[config.mk]
export PLATFORM = sky130hd
export DESIGN_NAME = uart_reg_bridge_flat
export DESIGN_NICKNAME = d
export VERILOG_FILES = /design/src/rtl/uart_reg_bridge_if.sv /design/src/rtl/uart_reg_bridge.sv /design/src/flat_wrapper.sv
export SDC_FILE = /design/constraint.sdc
export NUM_CORES = 1
export LEC_CHECK = 0
export ABC_CLOCK_PERIOD_IN_PS = 2300
export BUFFER_PORTS_ARGS = -buffer_cell sky130_fd_sc_hd__buf_4
export CORE_MARGIN = 2
export CORE_UTILIZATION = 24
export DETAILED_ROUTE_END_ITERATION = 16
export GPL_TIMING_DRIVEN = 0
export HOLD_SLACK_MARGIN = 0.02
export REMOVE_ABC_BUFFERS = 1
export SYNTH_ARGS = -nofsm -noshare
export SYNTH_HDL_FRONTEND = slang
export SYNTH_SLANG_ARGS = --single-unit
[constraint.sdc]
create_clock -name clk -period 2.3 [get_ports clk]
set_input_delay 0.345 -clock clk [delete_from_list [all_inputs] [get_ports clk]]
set_output_delay 0.345 -clock clk [all_outputs]
set_load 0.005 [all_outputs]
[src/rtl/uart_reg_bridge_if.sv]
// uart_reg_bridge_if
//   Byte-stream link between the UART RX/TX ports and the register bridge.
//   rx_data/rx_valid : received byte, 1-cycle valid pulse, no backpressure
//   tx_data/tx_valid : response byte, held stable while tx_valid=1
//   tx_ready         : transmitter idle; falls when it accepts a byte
//   master : the UART side (drives rx_*, tx_ready)
//   slave  : the bridge side (drives tx_data, tx_valid)
interface uart_reg_bridge_if;
    logic [7:0] rx_data;
    logic       rx_valid;
    logic [7:0] tx_data;
    logic       tx_valid;
    logic       tx_ready;

    modport master (
        output rx_data,
        output rx_valid,
        output tx_ready,
        input  tx_data,
        input  tx_valid
    );

    modport slave (
        input  rx_data,
        input  rx_valid,
        input  tx_ready,
        output tx_data,
        output tx_valid
    );
endinterface

[src/rtl/uart_reg_bridge.sv]
// uart_reg_bridge
//   Command responder behind a UART byte stream. Decodes host commands
//     'W'(57h), addr, data -> write register, respond 'K'(4Bh)
//     'R'(52h), addr       -> respond with register contents
//   and answers 'E'(45h) for an unknown opcode or an address >= REG_COUNT.
//   Exactly one response byte is returned per completed command.
// Ports
//   clk, reset_n : clock, asynchronous active-low reset
//   bus          : uart_reg_bridge_if.slave (rx byte in, tx byte out)
//   regs_flat    : register bank, reg[i] = regs_flat[8*i +: 8]
//   wr_strobe    : 1-cycle pulse per committed write
//   wr_addr      : address of the last committed write
//   busy         : high whenever a command or response is in progress
module uart_reg_bridge #(
    parameter int unsigned  REG_COUNT      = 16,
    parameter int unsigned  TIMEOUT_CYCLES = 100000,
    parameter logic [7:0]   RESET_VAL      = 8'h00,
    localparam int unsigned ADDR_W         = (REG_COUNT > 1) ? $clog2(REG_COUNT) : 1
) (
    input  logic                   clk,
    input  logic                   reset_n,
    uart_reg_bridge_if.slave       bus,
    output logic [REG_COUNT*8-1:0] regs_flat,
    output logic                   wr_strobe,
    output logic [ADDR_W-1:0]      wr_addr,
    output logic                   busy
);

    localparam logic [7:0] OP_W   = 8'h57;
    localparam logic [7:0] OP_R   = 8'h52;
    localparam logic [7:0] RSP_OK = 8'h4B;
    localparam logic [7:0] RSP_ER = 8'h45;

    localparam int unsigned    CNT_W     = (TIMEOUT_CYCLES > 1) ? $clog2(TIMEOUT_CYCLES) : 1;
    localparam logic [CNT_W-1:0] CNT_LAST = CNT_W'(TIMEOUT_CYCLES - 1);
    localparam logic [8:0]     REG_LIMIT = 9'(REG_COUNT);

    typedef enum logic [2:0] {
        S_IDLE,
        S_ADDR,
        S_DATA,
        S_EXEC,
        S_RESP,
        S_ACK
    } state_t;

    state_t             state_q, state_d;

    logic [7:0]         regs_q [REG_COUNT];
    logic               is_write_q;
    logic [ADDR_W-1:0]  addr_q;
    logic               addr_ok_q;
    logic [7:0]         data_q;
    logic [7:0]         resp_q;
    logic [CNT_W-1:0]   cnt_q;
    logic [ADDR_W-1:0]  wr_addr_q;

    logic               op_load, addr_load, data_load, resp_load;
    logic               wr_addr_load, commit;
    logic               cnt_clr, cnt_inc;
    logic [7:0]         resp_d;

    // Full 8-bit compare: an address such as 13h must not alias onto 03h.
    logic               rx_addr_ok;
    assign rx_addr_ok = ({1'b0, bus.rx_data} < REG_LIMIT);

    always_ff @(posedge clk or negedge reset_n) begin
        if (!reset_n) state_q <= S_IDLE;
        else          state_q <= state_d;
    end

    always_comb begin
        state_d      = state_q;
        op_load      = 1'b0;
        addr_load    = 1'b0;
        data_load    = 1'b0;
        resp_load    = 1'b0;
        resp_d       = resp_q;
        wr_addr_load = 1'b0;
        commit       = 1'b0;
        cnt_clr      = 1'b0;
        cnt_inc      = 1'b0;

        case (state_q)
            S_IDLE: begin
                cnt_clr = 1'b1;
                if (bus.rx_valid) begin
                    if (bus.rx_data == OP_W || bus.rx_data == OP_R) begin
                        op_load = 1'b1;
                        state_d = S_ADDR;
                    end else begin
                        resp_load = 1'b1;
                        resp_d    = RSP_ER;
                        state_d   = S_RESP;
                    end
                end
            end
            S_ADDR: begin
                // A byte arriving on the expiry cycle wins over the timeout.
                if (bus.rx_valid) begin
                    cnt_clr   = 1'b1;
                    addr_load = 1'b1;
                    if (is_write_q) begin
                        state_d = S_DATA;
                    end else begin
                        resp_load = 1'b1;
                        resp_d    = rx_addr_ok ? regs_q[bus.rx_data[ADDR_W-1:0]] : RSP_ER;
                        state_d   = S_RESP;
                    end
                end else if (cnt_q == CNT_LAST) begin
                    cnt_clr = 1'b1;
                    state_d = S_IDLE;
                end else begin
                    cnt_inc = 1'b1;
                end
            end
            S_DATA: begin
                if (bus.rx_valid) begin
                    cnt_clr      = 1'b1;
                    data_load    = 1'b1;
                    wr_addr_load = addr_ok_q;
                    state_d      = S_EXEC;
                end else if (cnt_q == CNT_LAST) begin
                    cnt_clr = 1'b1;
                    state_d = S_IDLE;
                end else begin
                    cnt_inc = 1'b1;
                end
            end
            S_EXEC: begin
                // Out-of-range writes still pass through here so every W
                // command has the same response latency.
                commit    = addr_ok_q;
                resp_load = 1'b1;
                resp_d    = addr_ok_q ? RSP_OK : RSP_ER;
                state_d   = S_RESP;
            end
            S_RESP: begin
                if (!bus.tx_ready) state_d = S_ACK;
            end
            S_ACK: begin
                if (bus.tx_ready) state_d = S_IDLE;
            end
            default: state_d = S_IDLE;
        endcase
    end

    always_ff @(posedge clk or negedge reset_n) begin
        if (!reset_n) begin
            is_write_q <= 1'b0;
            addr_q     <= '0;
            addr_ok_q  <= 1'b0;
            data_q     <= '0;
            resp_q     <= '0;
            cnt_q      <= '0;
            wr_addr_q  <= '0;
            for (int unsigned i = 0; i < REG_COUNT; i++) begin
                regs_q[i] <= RESET_VAL;
            end
        end else begin
            if (op_load) is_write_q <= (bus.rx_data == OP_W);
            if (addr_load) begin
                addr_q    <= bus.rx_data[ADDR_W-1:0];
                addr_ok_q <= rx_addr_ok;
            end
            if (data_load)    data_q    <= bus.rx_data;
            if (resp_load)    resp_q    <= resp_d;
            // Loaded on entry to S_EXEC so wr_addr is valid alongside wr_strobe.
            if (wr_addr_load) wr_addr_q <= addr_q;
            if (cnt_clr)      cnt_q     <= '0;
            else if (cnt_inc) cnt_q     <= cnt_q + 1'b1;
            if (commit)       regs_q[addr_q] <= data_q;
        end
    end

    for (genvar g = 0; g < REG_COUNT; g++) begin : g_flat
        assign regs_flat[8*g +: 8] = regs_q[g];
    end

    assign bus.tx_data  = resp_q;
    assign bus.tx_valid = (state_q == S_RESP);
    assign wr_strobe    = commit;
    assign wr_addr      = wr_addr_q;
    assign busy         = (state_q != S_IDLE);

endmodule

[src/flat_wrapper.sv]
// flat-port wrapper written by rule: the top's interface ports become plain ports
module uart_reg_bridge_flat 
#(
    parameter int unsigned  REG_COUNT      = 16,
    parameter int unsigned  TIMEOUT_CYCLES = 100000,
    parameter logic [7:0]   RESET_VAL      = 8'h00,
    localparam int unsigned ADDR_W         = (REG_COUNT > 1) ? $clog2(REG_COUNT) : 1
)
  (clk, reset_n, regs_flat, wr_strobe, wr_addr, busy, bus_rx_data, bus_rx_valid, bus_tx_ready, bus_tx_data, bus_tx_valid);
  uart_reg_bridge_if bus_i ();
  input  logic clk;
  input  logic reset_n;
  output logic [REG_COUNT*8-1:0] regs_flat;
  output logic wr_strobe;
  output logic [ADDR_W-1:0] wr_addr;
  output logic busy;
  input wire logic [$bits(bus_i.rx_data)-1:0] bus_rx_data;
  input wire logic [$bits(bus_i.rx_valid)-1:0] bus_rx_valid;
  input wire logic [$bits(bus_i.tx_ready)-1:0] bus_tx_ready;
  output wire logic [$bits(bus_i.tx_data)-1:0] bus_tx_data;
  output wire logic [$bits(bus_i.tx_valid)-1:0] bus_tx_valid;
  assign bus_i.rx_data = bus_rx_data;
  assign bus_i.rx_valid = bus_rx_valid;
  assign bus_i.tx_ready = bus_tx_ready;
  assign bus_tx_data = bus_i.tx_data;
  assign bus_tx_valid = bus_i.tx_valid;
  uart_reg_bridge #(.REG_COUNT(REG_COUNT), .TIMEOUT_CYCLES(TIMEOUT_CYCLES), .RESET_VAL(RESET_VAL)) u_core (.clk(clk), .reset_n(reset_n), .bus(bus_i), .regs_flat(regs_flat), .wr_strobe(wr_strobe), .wr_addr(wr_addr), .busy(busy));
endmodule
# Word-level counts from Yosys, hierarchy flattened
# Index checks and enable logic that the tools add are counted.
[classes] n_addsub=1 muxes=44 order_cmp=4 bitwise_logic=2 n_eq_ne=14 reduce_logical=9
[op_table] op="bitwise mux 128 bit" n=1
[op_table] op="2-to-1 mux 8 bit" n=8
[op_table] op="2-to-1 mux 17 bit" n=2
[op_table] op="binary-select mux 8 bit (select 4 bit)" n=1
[op_table] op="demux 8 bit (select 4 bit)" n=1
[op_table] op="2-to-1 mux 3 bit" n=8
[op_table] op="one-hot mux 8 bit (3 select lines)" n=1
[op_table] op="2-to-1 mux 1 bit" n=18
[op_table] op="one-hot mux 3 bit (6 select lines)" n=1
[op_table] op="adder 17 x 1 -> 17 bit, second input constant" n=1
[op_table] op="equality test 17 bit, second input constant" n=1
[op_table] op="equality test 8 x 7 -> 1 bit, second input constant" n=2
[op_table] op="inequality test 2 bit, second input constant" n=6
[op_table] op=">= comparator 5 bit, second input constant" n=2
[op_table] op="NOT 4 -> 5 bit" n=2
[op_table] op="less-than comparator 8 x 5 -> 1 bit, second input constant" n=1
[op_table] op="equality test 3 x 2 -> 1 bit, second input constant" n=2
[op_table] op="equality test 3 bit, second input constant" n=2
[op_table] op="AND reduction 6 bit" n=1
[op_table] op="nonzero test 3 bit" n=2
[op_table] op="less-than comparator 5 x 1 -> 1 bit, second input constant" n=1
[op_table] op="2-to-1 mux 4 bit" n=1
[op_table] op="equality test 3 x 1 -> 1 bit, second input constant" n=1
[op_table] op="logical NOT 3 bit" n=1
[op_table] op="other kinds (7)" n=7
[word_totals] in_bits=12 out_inout_bits=143 register_bits=174 wordCells=98

# Depth between registers and ports, before layout
# Gate-level depths: netlist of the first run.
[depth] word_depth=8 ltp_mapped=7 depth_no_buf=6

# Worst setup path before layout of the first run
# No wires, ideal clock.
[synth_timing] path_type="input-to-reg" start="input bus_rx_data[0]" end="register u_core.resp_q[3], in the netlist u_core.bus.tx_data[3]" setup_time_ps=126 arrival_time_ps=1777 required_time_ps=2174 path_stages=6 n_path_buf=2 slack_ps=397 path_cell_list="buf_4 -> buf_4 -> mux4_2 -> a22oi_1 -> nand3_1 -> a221o_1"
[synth_between] elab_chain_len=8 word_cells_on_any_way=17 classes_between="order compare (1); eq/ne (3); mux (10); bitwise (1); reduce/logical (2)"
[synth_rtl] item="start: declaration" line_no="flat_wrapper.sv:17" text="input wire logic [$bits(bus_i.rx_data)-1:0] bus_rx_data;"
[synth_rtl] item="NOT 4 -> 5 bit (implied by the code)" line_no="uart_reg_bridge.sv:107" text="resp_d = rx_addr_ok ? regs_q[bus.rx_data[ADDR_W-1:0]] : RSP_ER;"
[synth_rtl] item="binary-select mux 8 bit (select 4 bit)" line_no="uart_reg_bridge.sv:107"
[synth_rtl] item="2-to-1 mux 8 bit (implied by the code) (2 in series)" line_no="uart_reg_bridge.sv:107"
[synth_rtl] item="2-to-1 mux 8 bit" line_no="uart_reg_bridge.sv:107"
[synth_rtl] item="2-to-1 mux 8 bit" line_no="uart_reg_bridge.sv:103" text="if (is_write_q) begin"
[synth_rtl] item="2-to-1 mux 8 bit" line_no="uart_reg_bridge.sv:100" text="if (bus.rx_valid) begin"
[synth_rtl] item="one-hot mux 8 bit (3 select lines)" line_no="uart_reg_bridge.sv:84" text="case (state_q)"
[synth_rtl] item="end signal: assignment" line_no="uart_reg_bridge.sv:167" text="if (resp_load) resp_q <= resp_d;"
[synth_rtl] item="end: declaration" line_no="uart_reg_bridge.sv:54" text="logic [7:0] resp_q;"
# Parallel ways exist; a longest one is shown, timed or not. The select of a mux whose other input is x is not followed.
# A chain may end at the register's enable or synchronous reset.

# Worst setup path after layout of the first run
[layout_timing] start="register u_core.state_q[0]" end="register u_core.regs_q (netlist bit u_core.regs_flat[58])"
[layout_between] elab_chain_len=2
[layout_rtl] item="start: declaration" line_no="uart_reg_bridge.sv:47" text="state_t state_q, state_d;"
[layout_rtl] item="start signal: assignment" line_no="uart_reg_bridge.sv:69" text="else state_q <= state_d;"
[layout_rtl] item="equality test 3 x 2 -> 1 bit" line_no="uart_reg_bridge.sv:84"
[layout_rtl] item="2-to-1 mux 1 bit" line_no="uart_reg_bridge.sv:84"
[layout_rtl] item="end signal: indexed assignment" line_no="uart_reg_bridge.sv:172" text="if (commit) regs_q[addr_q] <= data_q;"
[layout_rtl] item="end: declaration" line_no="uart_reg_bridge.sv:49" text="logic [7:0] regs_q [REG_COUNT];"
# No other way between the ends.

==> results_dict.tcl, run 1 <==
set metrics [dict create \
    outcome "complete, no violations" \
    clkLatencyLatePin_ns 0.44 \
    setup_viol 0 \
    setup_ws_ns 0.127 \
    synth.distinct_cells 50 \
    drc 0 \
    num_io_pins 155 \
    clock_skew_ns 0.0162 \
    dpl.cell_count 1151 \
    seq_area_frac_synth_pct 54.0 \
    wire_per_inst_microns 20.8 \
    power.share.clock_pct 40.0 \
    synthToLayoutAreaGrowth_pct 30.7 \
    async_flop_share_pct 100 \
    r2r_cells 5 \
    synth.area.mux_share_pct 29.8 \
    syn_area_sq_mm 0.00807 \
    ctsRootBufferMaster "clkbuf_16" \
    vias 5542 \
    port_buffers 154 \
    internal-power_w 0.00490 \
    nets 750 \
    die-height_microns 187 \
    grt_util_met1_pct 19.3 \
    rows 67 \
    grt_use_met3_pct 3.98 \
    ir_drop_v 0.000525 \
    worstHoldPathCells 2 \
    clock_sinks 174 \
    min_to "u_core.data_q[5]" \
    hold_class "in -> reg" \
    max_cap_viol_count 0 \
    start_util_pct 24.2 \
    seq_power_share_pct 49.6 \
    ys_seq_elements 174 \
    r2r-end "u_core.regs_flat[58]" \
    r2r_slack_ns 0.13 \
    grt_max_degree 114 \
    die_w_microns 187 \
    clk_pin_slew_ns 0.07 \
    yosys.area_share.simple_pct 8.93 \
    hp-start "bus_rx_data[5]" \
    synth_top_area_share_pct 54.0 \
    fmaxAchievable_mhz 460 \
    combPwrFrac_pct 10.4 \
    p_per_area_mw_per_mm2 664 \
    swShare_pct 30.1 \
    antenna_found_initial 0 \
    synthAdderAreaFrac_pct 0.155 \
    vias_per_cell 4.63 \
    dp.final_hpwl_microns 17200 \
    first_global_vias 5505 \
    synth_edf_count 0 \
    h-tree-depth 4 \
    cts-buffers-inserted 17 \
    power.switching_w 0.00211 \
    period_share_pct 94.5 \
    rr_startpoint "u_core.state_q[0]" \
    startpoint_type "flop" \
    synthTopCellsByArea "dfrtp_1 54%, mux2_2 21%, mux4_2 8.7%, nand2_1 1.4%, clkbuf_1 1.3%" \
    die_area_sq_mm 0.0351 \
    end_kind "flop" \
    gp_congestion 0.803 \
    synth_xor_area_share_pct 0.868 \
    busiest_layer "met2" \
    ys_warn_count 0 \
    syn_area_per_cell_sq_um 13.8 \
    ant_nets 0 \
    path_max_fanout 11 \
    layout_min_cycle_time_ns 2.17 \
    p_leak_nw 5.05 \
    synth_flop_cell "dfrtp_1" \
    yosys.area.top_type "dfrtp_1" \
    drtIter0Drc 289 \
    gr-usage-met2_pct 23.0 \
    diodes 0 \
    synth.most_common_cell "dfrtp_1" \
    cts.path.max_buffers 2 \
    required_ns 2.62 \
    dr.pass1.iters 4 \
    synth_common_cells "174 x dfrtp_1, 149 x mux2_2, 31 x mux4_2, 31 x nand2_1, 27 x clkbuf_1" \
    synth-compound-area-share_pct 4.08 \
    final-hold-violation-count 0 \
    fin_cells 1197 \
    grt_pass1_wl_microns 37200 \
    drv_slew 0 \
    design.core.area_sq_mm 0.0333 \
    synth_top_family_by_area "multiplexers" \
    place_ws_ns -0.311 \
    grtUsageTotal_pct 14.3 \
    arrival_ns 2.49 \
    fin_util_pct 31.7 \
    grt_overflow 0 \
    relSlewSlack_pct 42.2 \
    cts_tree "built" \
    crit_type "reg -> reg" \
    drive_gt1_share_pct 53.5 \
    wirelength_microns 24900 \
    worstMarginPinSlew_ns 0.867 \
    synthCells 583 \
]
## layout make-up
type	instances	area (sq um)
Fill cell	3405	22700
Tap cell	448	561
Clock buffer	18	439
Sequential cell	174	4360
Timing Repair Buffer	170	1420
Multi-Input combinational cell	367	3620
Inverter	7	26.3
Clock inverter	13	123
## metal layers
layer | routed length (microns) | vias up | share of wire, %
met4 | 294 | 0 | 1.2
met2 | 12100 | 142 | 49
met5 | 0 | - | 0
li1 | - | 2474 | -
met3 | 1610 | 13 | 6.5
met1 | 10900 | 2913 | 44
## registers in the layout (all words and copies together) (netlist names)
signal              flops
u_core.addr_ok_q        1
u_core.state_q          3
u_core.data_q           8
u_core.bus.tx_data      8
u_core.regs_flat      128
u_core.wr_addr          4
u_core.cnt_q           17
u_core.addr_q           4
u_core.is_write_q       1
## cell usage in the layout, fill, tap and decap left out, types with 7 or more instances in the layout
cell type,count
dfrtp_1,173
inv_1,7
inv_6,7
nand2_1,31
mux4_2,31
mux2_2,149
o21ai_0,8
a21oi_1,7
clkbuf_16,17
nor2_4,10
buf_12,9
nand2b_1,7
nor2_1,16
a22oi_1,8
buf_4,158
nand3_1,18
## stage by stage
step / setup TNS [ns] / hold WS, ns / area, sq um / total power (W)
final: 0 / 0.212 / 10500 / 0.00701
after global routing: -0.0182 / 0.175 / 10500 / 0.00732
after CTS: -3.18 / 0.178 / 10400 / 0.00707
after detailed placement: -13.49 / 0.324 / 9670 / 0.00420
after global placement: -63.60 / 0.495 / 9640 / 0.00417
after floorplan: 0 / 0.0494 / 7920 / 0.00380
## cell families (layout without fill, tap and decap cells)
group                    count (synthesis)  after routing
XOR/XNOR                                 8              8
AO/OA/AOI/OAI                           46             46
multiplexers                           183            183
AND/OR/NAND/NOR                        129            129
flip-flops                             174            174
buffers and inverters                   42            208
adder cells (fa/ha/maj)                  1              1
## worst max-delay path: stages, from the launching register on
cell      delay (ns)
dfrtp_1         0.62
nand2b_4        0.15
nor2_4          0.25
and3_1          0.29
nand2b_1        0.35
mux2_2          0.39
## how the worst max path moves through the flow
stage	from	end	slack [ns]	cells after the start
2_1_floorplan	u_core.state_q[2]	u_core.regs_flat[100]	0.26	4
3_3_place_gp	bus_rx_data[0]	u_core.bus.tx_data[1]	-0.33	5
3_5_place_dp	bus_rx_data[0]	u_core.bus.tx_data[1]	-0.31	5
4_1_cts	u_core.state_q[2]	u_core.regs_flat[39]	-0.16	4
5_1_grt	u_core.state_q[0]	u_core.regs_flat[59]	-0.008	5
6_report	u_core.state_q[0]	u_core.regs_flat[58]	0.13	5
## power groups by stage
stage	combinational, W	sequential [W]	clock [W]
after floorplan	0.000395	0.00340	0
after global placement	0.000653	0.00352	0
after detailed placement	0.000672	0.00353	0
after CTS	0.000704	0.00347	0.00290
after global routing	0.000804	0.00351	0.00301
final	0.000729	0.00347	0.00280
## timing repair
| action | 4_1_cts | 5_1_grt |
|---|---|---|
| cloned | 0 | 0 |
| hold buffers | 1 | 0 |
| pin swaps | 6 | 3 |
| resized for setup | 11 | 8 |
| hold endpoints to repair | 61 | 0 |
| setup buffers | 9 | 5 |
| endpoints found under the setup margin | 112 | 118 |
No activity file was read; power rests on OpenSTA's default activity.
==> run 2: changes to the inputs <==
CELL_PAD_IN_SITES_DETAIL_PLACEMENT = 2   (was default)
CELL_PAD_IN_SITES_GLOBAL_PLACEMENT = 2   (was default)
PLACE_DENSITY_LB_ADDON = 0.1   (was default)
==> results_dict.tcl, run 2 (synthesis gave the netlist of run 1 again) <==
set metrics [dict create \
    vias_per_cell 4.66 \
    required_ns 2.62 \
    period_share_pct 94.1 \
    rows 67 \
    layout_min_cycle_time_ns 2.16 \
    clkLatencyLatePin_ns 0.44 \
    final_common_cell "dfrtp_1" \
    arrival_ns 2.48 \
    largest_reg_flops 128 \
    clk_pin_slew_ns 0.07 \
    wire_per_inst_microns 24.4 \
    worstMarginPinSlew_ns 0.851 \
    cts-buffers-inserted 17 \
    die_w_microns 187 \
    die_area_sq_mm 0.0351 \
    crit_type "reg -> reg" \
    setup_viol 0 \
    drtIter0Drc 203 \
    fin_area_sq_mm 0.0105 \
    die-height_microns 187 \
    grt_overflow 0 \
    path_max_fanout 12 \
    grtUsageTotal_pct 17.1 \
    seq_power_share_pct 49.0 \
    final-hold-violation-count 0 \
    placed_cell_area_sq_mm 0.00967 \
    end_kind "flop" \
    clock_sinks 174 \
    dp.final_hpwl_microns 20100 \
    grt_max_degree 101 \
    max_cap_viol_count 0 \
    port_buffers 154 \
    fillers 3495 \
    nets 747 \
    vias 5575 \
    final_cell_mix "171 x dfrtp_1, 157 x buf_4, 149 x mux2_2" \
    rr_startpoint "u_core.state_q[2]" \
    power.switching_w 0.00215 \
    internal-power_w 0.00501 \
    p_per_area_mw_per_mm2 681 \
    ir_drop_v 0.000506 \
    power.share.clock_pct 40.2 \
    start_util_pct 24.2 \
    rsz0062_at_grt "false" \
    ctsRootBufferMaster "clkbuf_16" \
    drc 0 \
    drv_slew 0 \
    gp_congestion 0.754 \
    clock_skew_ns 0.0133 \
    p_total_w 0.00716 \
    startpoint_type "flop" \
    hold_class "in -> reg" \
    combPwrFrac_pct 10.8 \
    outcome "complete, no violations" \
    fmaxAchievable_mhz 462 \
    dr.pass1.iters 4 \
    relSlewSlack_pct 43.3 \
    cts_tree "built" \
    critPathLaunch "u_core.state_q[2]" \
    num_io_pins 155 \
    first_global_vias 6496 \
    wirelength_microns 29100 \
    hp-start "bus_rx_data[5]" \
    synthToLayoutAreaGrowth_pct 30.3 \
    antenna_found_initial 1 \
    h-tree-depth 4 \
    drive_gt1_share_pct 53.8 \
    p_leak_nw 5.01 \
    design.core.area_sq_mm 0.0333 \
    grt_pass1_wl_microns 44200 \
    cts.path.max_buffers 2 \
    ant_nets 0 \
    swShare_pct 30.0 \
]
[run 2: cell count changes in the layout (fill, tap and decap cells not counted), moves of 2 or more]
cell	previous run	this run
inv_6	7	2
buf_12	9	6
nand2b_2	0	2
clkinv_8	2	0
dfrtp_2	1	3
clkinvlp_4	1	6
dfrtp_1	173	171
[run 2: worst max-delay path, stage by stage, from the launching register on]
cell      delay [ns]
dfrtp_2         0.49
nand2b_4        0.21
or4_4           0.60
nor3_4          0.23
buf_12          0.16
mux2_2          0.33
[run 2: worst paths after layout]
| kind | end | slack [ns] | cells past startpoint |
|---|---|---|---|
| min in group asynchronous | u_core.regs_flat[31] | 0.55 | 2 |
| setup reg to reg | u_core.regs_flat[0] | 0.14 | 5 |
| hold / removal | u_core.data_q[5] | 0.16 | 2 |
| setup / recovery | u_core.regs_flat[0] | 0.14 | 5 |
| hold reg to reg | u_core.bus.tx_data[3] | 0.52 | 1 |
| max in group asynchronous | u_core.regs_flat[11] | 0.85 | 3 |
[run 2: power by group through the flow]
stage / clock network (W) / registers [W] / logic (W)
floorplan: 0 / 0.00340 / 0.000395
global placement: 0 / 0.00353 / 0.000674
detailed placement: 0 / 0.00356 / 0.000714
CTS: 0.00301 / 0.00350 / 0.000777
global route: 0.00310 / 0.00354 / 0.000858
finish: 0.00288 / 0.00351 / 0.000776
[run 2: metal layers]
metal / GRT usage (%) / routed length (microns) / vias to the layer above
li1: - / - / 2456
met1: 21.5 / 12600 / 3006
met2: 29.3 / 15000 / 94
met3: 3.86 / 1160 / 19
met4: 5.04 / 373 / 0
met5: 0 / 0 / -
[run 2: stage by stage]
stage               setup WS, ns  std cells  setup TNS [ns]  util, %  hold WS, ns
finish                     0.136       1196               0     31.6        0.159
global route              0.0128       1195               0     31.6        0.141
CTS                      0.00514       1194               0     31.5        0.129
detailed placement        -0.390       1151          -27.05     29.1        0.466
global placement          -0.356       1150          -63.14     29.0        0.493
floorplan                  0.259        548               0        -       0.0494
[run 2: what timing repair did]
action,CTS,global route
buffers inserted,10,1
hold buffers,1,0
gates resized for setup,19,7
gates cloned,0,0
hold endpoints to repair,64,0
pin swaps,8,0
endpoints found under the setup margin,131,30
[run 2: layout make-up]
class | count | area [sq um] | share of cell area (%)
sequential | 174 | 4360 | 41.5
multi-input combinational | 367 | 3630 | 34.6
timing repair buffer | 167 | 1360 | 13.0
tap | 448 | 561 | 5.33
clock buffer | 20 | 457 | 4.34
clock inverter | 12 | 111 | 1.06
inverter | 7 | 26.3 | 0.250
antenna | 1 | 2.50 | 0.0238
